===== src/rtl/uart_rx_core.sv =====
`timescale 1ns/1ps
`default_nettype none
// ============================================================================
//  Module   : uart_rx_core
//  Brief    : Asynchronous serial receiver with mid-bit sampling, a
//             valid/ready holding register and framing/parity/overrun flags.
//  Revision : 1.0  initial release
// ============================================================================
module uart_rx_core #(
    parameter int CLKS_PER_BIT = 16,
    parameter int DATA_BITS    = 8,
    parameter int PARITY_EN    = 0,
    parameter int PARITY_ODD   = 0,
    parameter int SYNC_STAGES  = 2
) (
    input  logic                 clk,
    input  logic                 rst,
    input  logic                 rxd,
    output logic [DATA_BITS-1:0] rx_data,
    output logic                 rx_valid,
    input  logic                 rx_ready,
    output logic                 frame_err,
    output logic                 parity_err,
    output logic                 overrun,
    output logic                 busy
);

    localparam int CNT_W = $clog2(CLKS_PER_BIT);
    localparam int IDX_W = $clog2(DATA_BITS);
    localparam logic [CNT_W-1:0] CNT_HALF = CNT_W'(CLKS_PER_BIT / 2 - 1);
    localparam logic [CNT_W-1:0] CNT_FULL = CNT_W'(CLKS_PER_BIT - 1);
    localparam logic [IDX_W-1:0] IDX_LAST = IDX_W'(DATA_BITS - 1);
    localparam logic PAR_EN  = (PARITY_EN != 0);
    localparam logic PAR_ODD = (PARITY_ODD != 0);

    typedef enum logic [2:0] {
        S_IDLE     = 3'd0,
        S_START    = 3'd1,
        S_DATA     = 3'd2,
        S_PARITY   = 3'd3,
        S_STOP     = 3'd4,
        S_BRK_WAIT = 3'd5
    } state_t;

    state_t                 state;
    state_t                 state_next;
    logic [SYNC_STAGES-1:0] sync_q;
    logic                   rs;
    logic [CNT_W-1:0]       cnt;
    logic                   tick;
    logic [IDX_W-1:0]       bit_idx;
    logic [DATA_BITS-1:0]   shift_q;
    logic                   par_bad;
    logic                   stop_bad;
    logic                   commit;
    logic                   consume;

    assign rs      = sync_q[SYNC_STAGES-1];
    assign busy    = (state != S_IDLE);
    assign consume = rx_valid && rx_ready;

    // Metastability synchroniser; resets to the idle (high) line level.
    always_ff @(posedge clk or posedge rst) begin
        if (rst) begin
            sync_q <= '1;
        end else begin
            sync_q <= {sync_q[SYNC_STAGES-2:0], rxd};
        end
    end

    // Sample strobe: half a bit into the start bit, then every full bit.
    always_comb begin
        tick = 1'b0;
        if (state == S_START) begin
            tick = (cnt == CNT_HALF);
        end else begin
            tick = (cnt == CNT_FULL);
        end
    end

    // Bit-period counter, held at zero while idle and reloaded on each sample.
    always_ff @(posedge clk or posedge rst) begin
        if (rst) begin
            cnt <= '0;
        end else if (state == S_IDLE || tick) begin
            cnt <= '0;
        end else begin
            cnt <= cnt + 1'b1;
        end
    end

    // FSM state register.
    always_ff @(posedge clk or posedge rst) begin
        if (rst) begin
            state <= S_IDLE;
        end else begin
            state <= state_next;
        end
    end

    // Next-state logic; a good stop bit returns straight to IDLE so that a
    // back-to-back start edge is caught immediately.
    always_comb begin
        state_next = state;
        case (state)
            S_IDLE:     if (!rs) state_next = S_START;
            S_START:    if (tick) state_next = rs ? S_IDLE : S_DATA;
            S_DATA:     if (tick && bit_idx == IDX_LAST)
                            state_next = PAR_EN ? S_PARITY : S_STOP;
            S_PARITY:   if (tick) state_next = S_STOP;
            S_STOP:     if (tick) state_next = rs ? S_IDLE : S_BRK_WAIT;
            S_BRK_WAIT: if (rs) state_next = S_IDLE;
            default:    state_next = S_IDLE;
        endcase
    end

    // Frame datapath: LSB-first shift, parity check, stop check, commit pulse.
    always_ff @(posedge clk or posedge rst) begin
        if (rst) begin
            bit_idx  <= '0;
            shift_q  <= '0;
            par_bad  <= 1'b0;
            stop_bad <= 1'b0;
            commit   <= 1'b0;
        end else begin
            commit <= 1'b0;
            if (state == S_START) begin
                bit_idx <= '0;
                par_bad <= 1'b0;
            end
            if (state == S_DATA && tick) begin
                shift_q <= {rs, shift_q[DATA_BITS-1:1]};
                bit_idx <= bit_idx + 1'b1;
            end
            if (state == S_PARITY && tick) begin
                par_bad <= rs ^ (^shift_q) ^ PAR_ODD;
            end
            if (state == S_STOP && tick) begin
                stop_bad <= ~rs;
                commit   <= 1'b1;
            end
        end
    end

    // Holding register: a commit wins when the slot is free or being drained,
    // otherwise the frame is dropped and overrun sticks until the next consume.
    always_ff @(posedge clk or posedge rst) begin
        if (rst) begin
            rx_data    <= '0;
            rx_valid   <= 1'b0;
            frame_err  <= 1'b0;
            parity_err <= 1'b0;
            overrun    <= 1'b0;
        end else if (commit) begin
            if (!rx_valid || rx_ready) begin
                rx_data    <= shift_q;
                frame_err  <= stop_bad;
                parity_err <= par_bad;
                rx_valid   <= 1'b1;
                overrun    <= 1'b0;
            end else begin
                overrun <= 1'b1;
            end
        end else if (consume) begin
            rx_valid <= 1'b0;
            overrun  <= 1'b0;
        end
    end

endmodule
`default_nettype wire


===== config.mk =====
export PLATFORM = sky130hd
export DESIGN_NAME = uart_rx_core
export DESIGN_NICKNAME = d
export VERILOG_FILES = /design/src/rtl/uart_rx_core.sv
export SDC_FILE = /design/constraint.sdc
export NUM_CORES = 1
export LEC_CHECK = 0
export BUFFER_PORTS_ARGS = -buffer_cell sky130_fd_sc_hd__buf_2
export CAP_MARGIN = 5
export CORE_MARGIN = 1
export CORE_UTILIZATION = 50
export DETAILED_ROUTE_END_ITERATION = 16
export PLACE_DENSITY = 0.74
export SYNTH_ARGS = -nofsm -noshare
export SYNTH_HDL_FRONTEND = slang
export SYNTH_SLANG_ARGS = --single-unit

===== constraint.sdc =====
create_clock -name clk -period 1.9 [get_ports clk]
set_input_delay 0.38 -clock clk [delete_from_list [all_inputs] [get_ports clk]]
set_output_delay 0.38 -clock clk [all_outputs]
set_load 0.03 [all_outputs]

==> After elaboration in Yosys (flattened, before gate mapping) <==
Index checks and enable logic that the tools add are counted.
{ "word_totals": {"word_cells": 70, "in_bits": 4, "register_bits": 35, "out_inout_bits": 13} }
{ "op_classes": {"n_reduce_logical": 17, "n_addsub": 2, "n_bitwise": 2, "n_eq_ne": 15, "n_mux": 21} }
{ "op_table": {"columns": ["op", "n"], "rows": [
  ["two-way mux 3 bit", 9],
  ["one-hot mux 3 bit (6 select lines)", 1],
  ["!= test 2 bit (second input constant)", 6],
  ["== test 3 bit (second input constant)", 3],
  ["two-way mux 1 bit", 9],
  ["parity 8 bit", 1],
  ["== test 3 x 2 -> 1 bit (second input constant)", 2],
  ["AND reduction 6 bit", 1],
  ["nonzero test 2 bit", 3],
  ["logical AND 1 bit", 5],
  ["adder 4 x 1 -> 4 bit (second input constant)", 1],
  ["== test 4 x 3 -> 1 bit (second input constant)", 1],
  ["== test 4 bit (second input constant)", 1],
  ["two-way mux 4 bit", 1],
  ["AND reduction 2 bit", 2],
  ["adder 3 x 1 -> 3 bit (second input constant)", 1],
  ["== test 3 x 1 -> 1 bit (second input constant)", 1],
  ["logical NOT 3 bit", 1],
  ["nonzero test 3 bit", 1],
  ["logical OR 1 bit", 2],
  ["two-way mux 2 bit", 1],
  ["!= test 2 x 1 -> 1 bit (second input constant)", 1],
  ["logical NOT 1 bit", 1],
  ["NOT 1 bit", 1],
  ["bitwise XOR 1 bit", 1]
]} }

==> Longest topological paths before layout <==
{ "depth": {"word_depth": 5, "depth_mapped": 6, "mapped_depth_nobuf": 5} }

==> Worst setup path after synthesis <==
OpenSTA, ideal clock, no wires.
{ "synth_timing": {"path_type": "register to register", "startpoint": "reg cnt[0]", "endpoint": "reg shift_q[0]", "period_less_slack_ns": 1.830, "setup_slack_ns": 0.070, "arrival_time_ns": 1.706, "required_time_ns": 1.775, "path_stages_with_launch": 6, "setup_ns": 0.125, "path_buffers": 1, "path_cell_list": "dfrtp_1 ha_1 nand3_1 nor3b_1 buf_2 mux2_2"} }
{ "synth_between": {"elab_chain_cells": 3, "word_cells_on_any_way": 4, "classes_between": "eq/ne (2); mux (1); reduce/logical (1)"} }
{ "synth_rtl": {"columns": ["item", "line_no", "source"], "rows": [
  ["start, declared", "49", "logic [CNT_W-1:0] cnt;"],
  ["start signal, assigned", "88", "cnt <= cnt + 1'b1;"],
  ["== test 4 bit / == test 4 x 3 -> 1 bit (equally long branches)", "77, 75", null],
  ["two-way mux 1 bit (*)", "74", "if (state == S_START) begin"],
  ["logical AND 1 bit (*)", "131", "if (state == S_DATA && tick) begin"],
  ["end signal, assigned", "132", "shift_q <= {rs, shift_q[DATA_BITS-1:1]};"],
  ["end, declared", "52", "logic [DATA_BITS-1:0] shift_q;"]
]} }
Every way passes the cells marked *; elsewhere a longest branch is shown, timed or not.
A chain may end at the register's enable or synchronous reset.

==> Worst setup path in the final report <==
{ "layout_timing": {"startpoint": "reg state[0]", "endpoint": "out busy"} }
{ "layout_between": {"elab_chain_cells": 1} }
{ "layout_rtl": {"columns": ["item", "line_no", "source"], "rows": [
  ["start, declared", "45", "state_t state;"],
  ["start signal, assigned", "97", "state <= state_next;"],
  ["nonzero test 3 bit", "59", "assign busy = (state != S_IDLE);"],
  ["end, declared", "25", "output logic busy"]
]} }
No other way between the ends.

==> impl_metrics.yaml <==
outcome:
  status: "complete, but fails checks"
  violations: "design-rule violations"
sta:
  finalSetupTns_ns: 0
  drv_slew: 0
  max_slew_margin_pct: 71.2
  hold_viol_final: 0
  period_minus_slack_ns: 1.80
  rsz0062_at_grt: "no"
  worst_pin_slew_ns: 0.431
  fin_crit_sh_pct: 94.5
  setup_violations: 0
  finClkSkew_ns: 0.00880
  fmax_mhz: 557
  holdWs_ns: 0.124
power:
  p_switching_w: 0.000508
  clockPowerShare_pct: 26.6
  power_leakage_nw: 0.888
  seq_power_share_pct: 51.1
  vdd_drop_max_mv: 0.608
  power.density_mw_per_mm2: 976
  sw_frac_of_total_pct: 29.9
  internal_power_w: 0.00119
  pwr-share-comb_pct: 22.3
cts:
  holdBufCountCts: 0
  clk_pin_slew_ns: 0.10
  cts_tree: "built"
  cts_buffers: 5
  h-tree-depth: 2
  ctsResizeCount: 3
  clock_sinks: 35
  cts_setup_buffers: 0
  clock_path_buffers: 2
  clk_latency_ns: 0.33
  root_buffer: "clkbuf_4"
drt:
  wl_per_cell_um: 13.4
  via_per_inst: 5.47
  drt-total-wl_um: 2380
  ant_nets: 0
  via_count: 968
  drt_iter0_markers: 16
  drc: 1
  dr.pass1.iters: 10
synthesis:
  synth_area_mm2: 0.00154
  yosys_most_used_dff: "dfrtp_1"
  synth-seq-cells: 35
  yosys.area.top_type: "dfrtp_1"
  seq_area_frac_synth_pct: 57.0
  ys_types: 33
  syn_inst: 122
  syn-num-nets: 129
  synth.area.top_cells: "dfrtp_1 54%, mux2_2 12%, dfstp_2 3.4%"
  async_flop_share_pct: 100
  syn-mean-instance-area_um2: 12.6
  synth_top_area_share_pct: 53.6
  yosysWarnings: 0
  synth_edf_count: 0
placed_design:
  place_congestion: 0.843
  portBuffers: 16
  placed_area_mm2: 0.00166
  dp_cells: 169
  post-dp-hpwl_um: 1660
die:
  core_region_area_mm2: 0.00283
  initial_core_util_pct: 54.4
  die_y_um: 57.5
  io_pins: 17
  row_count: 19
  die_x_um: 57.5
  die_area_mm2: 0.00331
global_route:
  grt_overflow: 0
  grt_pass1_wl_um: 4220
  grt_max_degree: 36
  first_global_vias: 972
  track_usage_pct: 17.2
  antenna_found_initial: 0
setup_path:
  path_cells: "buf_4, or3_4, buf_6"
  path_delay_family: "flip-flops"
  worstSetupStartpointType: "register"
  slowest_stage: "dfrtp_1"
  cp_data_arrival_time_ns: 1.42
  worstSetupPathType: "reg -> out"
  cpPeakStageDelay_ns: 0.39
  path_buf_inv: 2
  cp-end-kind: "output port"
  crit_fanout: 9
  required_ns: 1.52
flow_run:
  maxCapViolations: 0
finish:
  n_antenna_cell: 0
  area_delta_synth_final_pct: 12.9
  final_cell_area_mm2: 0.00174
  fin_util_pct: 61.5
  final_nets: 152
  final_cells: 177
  drive_gt1_share_pct: 33.6
  fillers: 236
  seq_area_um2: 878
  multiInputGateArea_um2: 618
hold_path:
  hold_path.class: "in -> async"
## layer usage
metal	track usage (%)	share of wire (%)	vias to the layer above
met4	8.36	2.4	0
met2	26.7	48	15
met3	5.67	3.7	6
met1	21.7	46	480
met5	0	0	-
li1	-	-	467
## cell usage in the layout (no fill, tap or decap), types with 3 or more instances in the layout
master     n
buf_2     15
buf_4      5
clkbuf_4   5
dfrtp_1   33
ha_1       3
inv_1      3
mux2_2    17
mux2i_1    3
nand2_1    7
nand3_1    5
nor2_1     7
o21ai_0    8
xnor2_1    4
xor2_1     4
## cell families (layout without fill, tap and decap cells)
logic type	count (synthesis)	after routing	synth area share, %
flip-flops	35	35	57.0
AND/OR/NAND/NOR	32	32	10.8
multiplexers	20	20	14.4
AO/OA/AOI/OAI	14	14	5.20
XOR/XNOR	10	10	7.07
buffers and inverters	8	32	3.09
adder cells (fa/ha/maj)	3	3	2.44
## worst paths after layout
kind / from / endpoint / slack (ns) / cells after the start
worst max-delay path: state[0]$_DFFE_PP0P_ / busy / 0.10 / 3
worst min-delay path: rst / cnt[0]$_DFF_PP0_ / 0.12 / 3
worst max register to register: cnt[0]$_DFF_PP0_ / shift_q[4]$_DFFE_PP0P_ / 0.15 / 5
worst min register to register: sync_q[0]$_DFF_PP1_ / sync_q[1]$_DFF_PP1_ / 0.36 / 0
max in group asynchronous: rst / sync_q[1]$_DFF_PP1_ / 1.44 / 3
min in group clk: rxd / sync_q[0]$_DFF_PP1_ / 0.14 / 1
## state kept, by name, summed over array words and instances (netlist names)
| signal | count |
|---|---|
| shift_q | 8 |
| state | 3 |
| rx_data | 8 |
| overrun | 1 |
| sync_q | 2 |
| parity_err | 1 |
| par_bad | 1 |
| rx_valid | 1 |
| frame_err | 1 |
| cnt | 4 |
| stop_bad | 1 |
| commit | 1 |
| bit_idx | 3 |
## layout make-up
| type | count | area share (%) |
|---|---|---|
| multi-input combinational | 79 | 35.5 |
| timing repair buffer | 21 | 7.12 |
| inverter | 3 | 0.647 |
| tap | 31 | 2.23 |
| sequential | 35 | 50.5 |
| clock buffer | 8 | 3.96 |
## synth_stat cells, types with 2 or more instances
cell type	count
xnor2_1	4
inv_1	3
dfrtp_1	33
nand2_1	7
ha_1	3
o21ai_0	8
dfstp_2	2
nand2b_1	2
nor2b_1	2
nand3_1	5
xor2_1	4
mux2i_1	3
a21oi_1	2
nor3b_1	2
buf_6	2
mux2_2	17
nor2_1	7
## stage by stage
step	total power [W]	worst slack, ns
2_1_floorplan	0.00120	0.0698
3_3_place_gp	0.00122	0.216
3_5_place_dp	0.00124	0.168
4_1_cts	0.00172	0.0767
5_1_grt	0.00180	0.0354
6_report	0.00170	0.104
## worst register-to-register path: stages (launching register included)
cell and delay, ns:
dfrtp_1 0.39, ha_1 0.30, nand3_1 0.16, nor3b_1 0.20
buf_4 0.24, mux2_2 0.35
## power by group through the flow
| stage | registers (W) | logic [W] | clock network, W |
|---|---|---|---|
| floorplan | 0.000862 | 0.000333 | 0 |
| global placement | 0.000874 | 0.000347 | 0 |
| detailed placement | 0.000880 | 0.000363 | 0 |
| CTS | 0.000867 | 0.000384 | 0.000471 |
| global route | 0.000876 | 0.000437 | 0.000491 |
| finish | 0.000868 | 0.000379 | 0.000451 |
(Power assumes the default switching activity.)
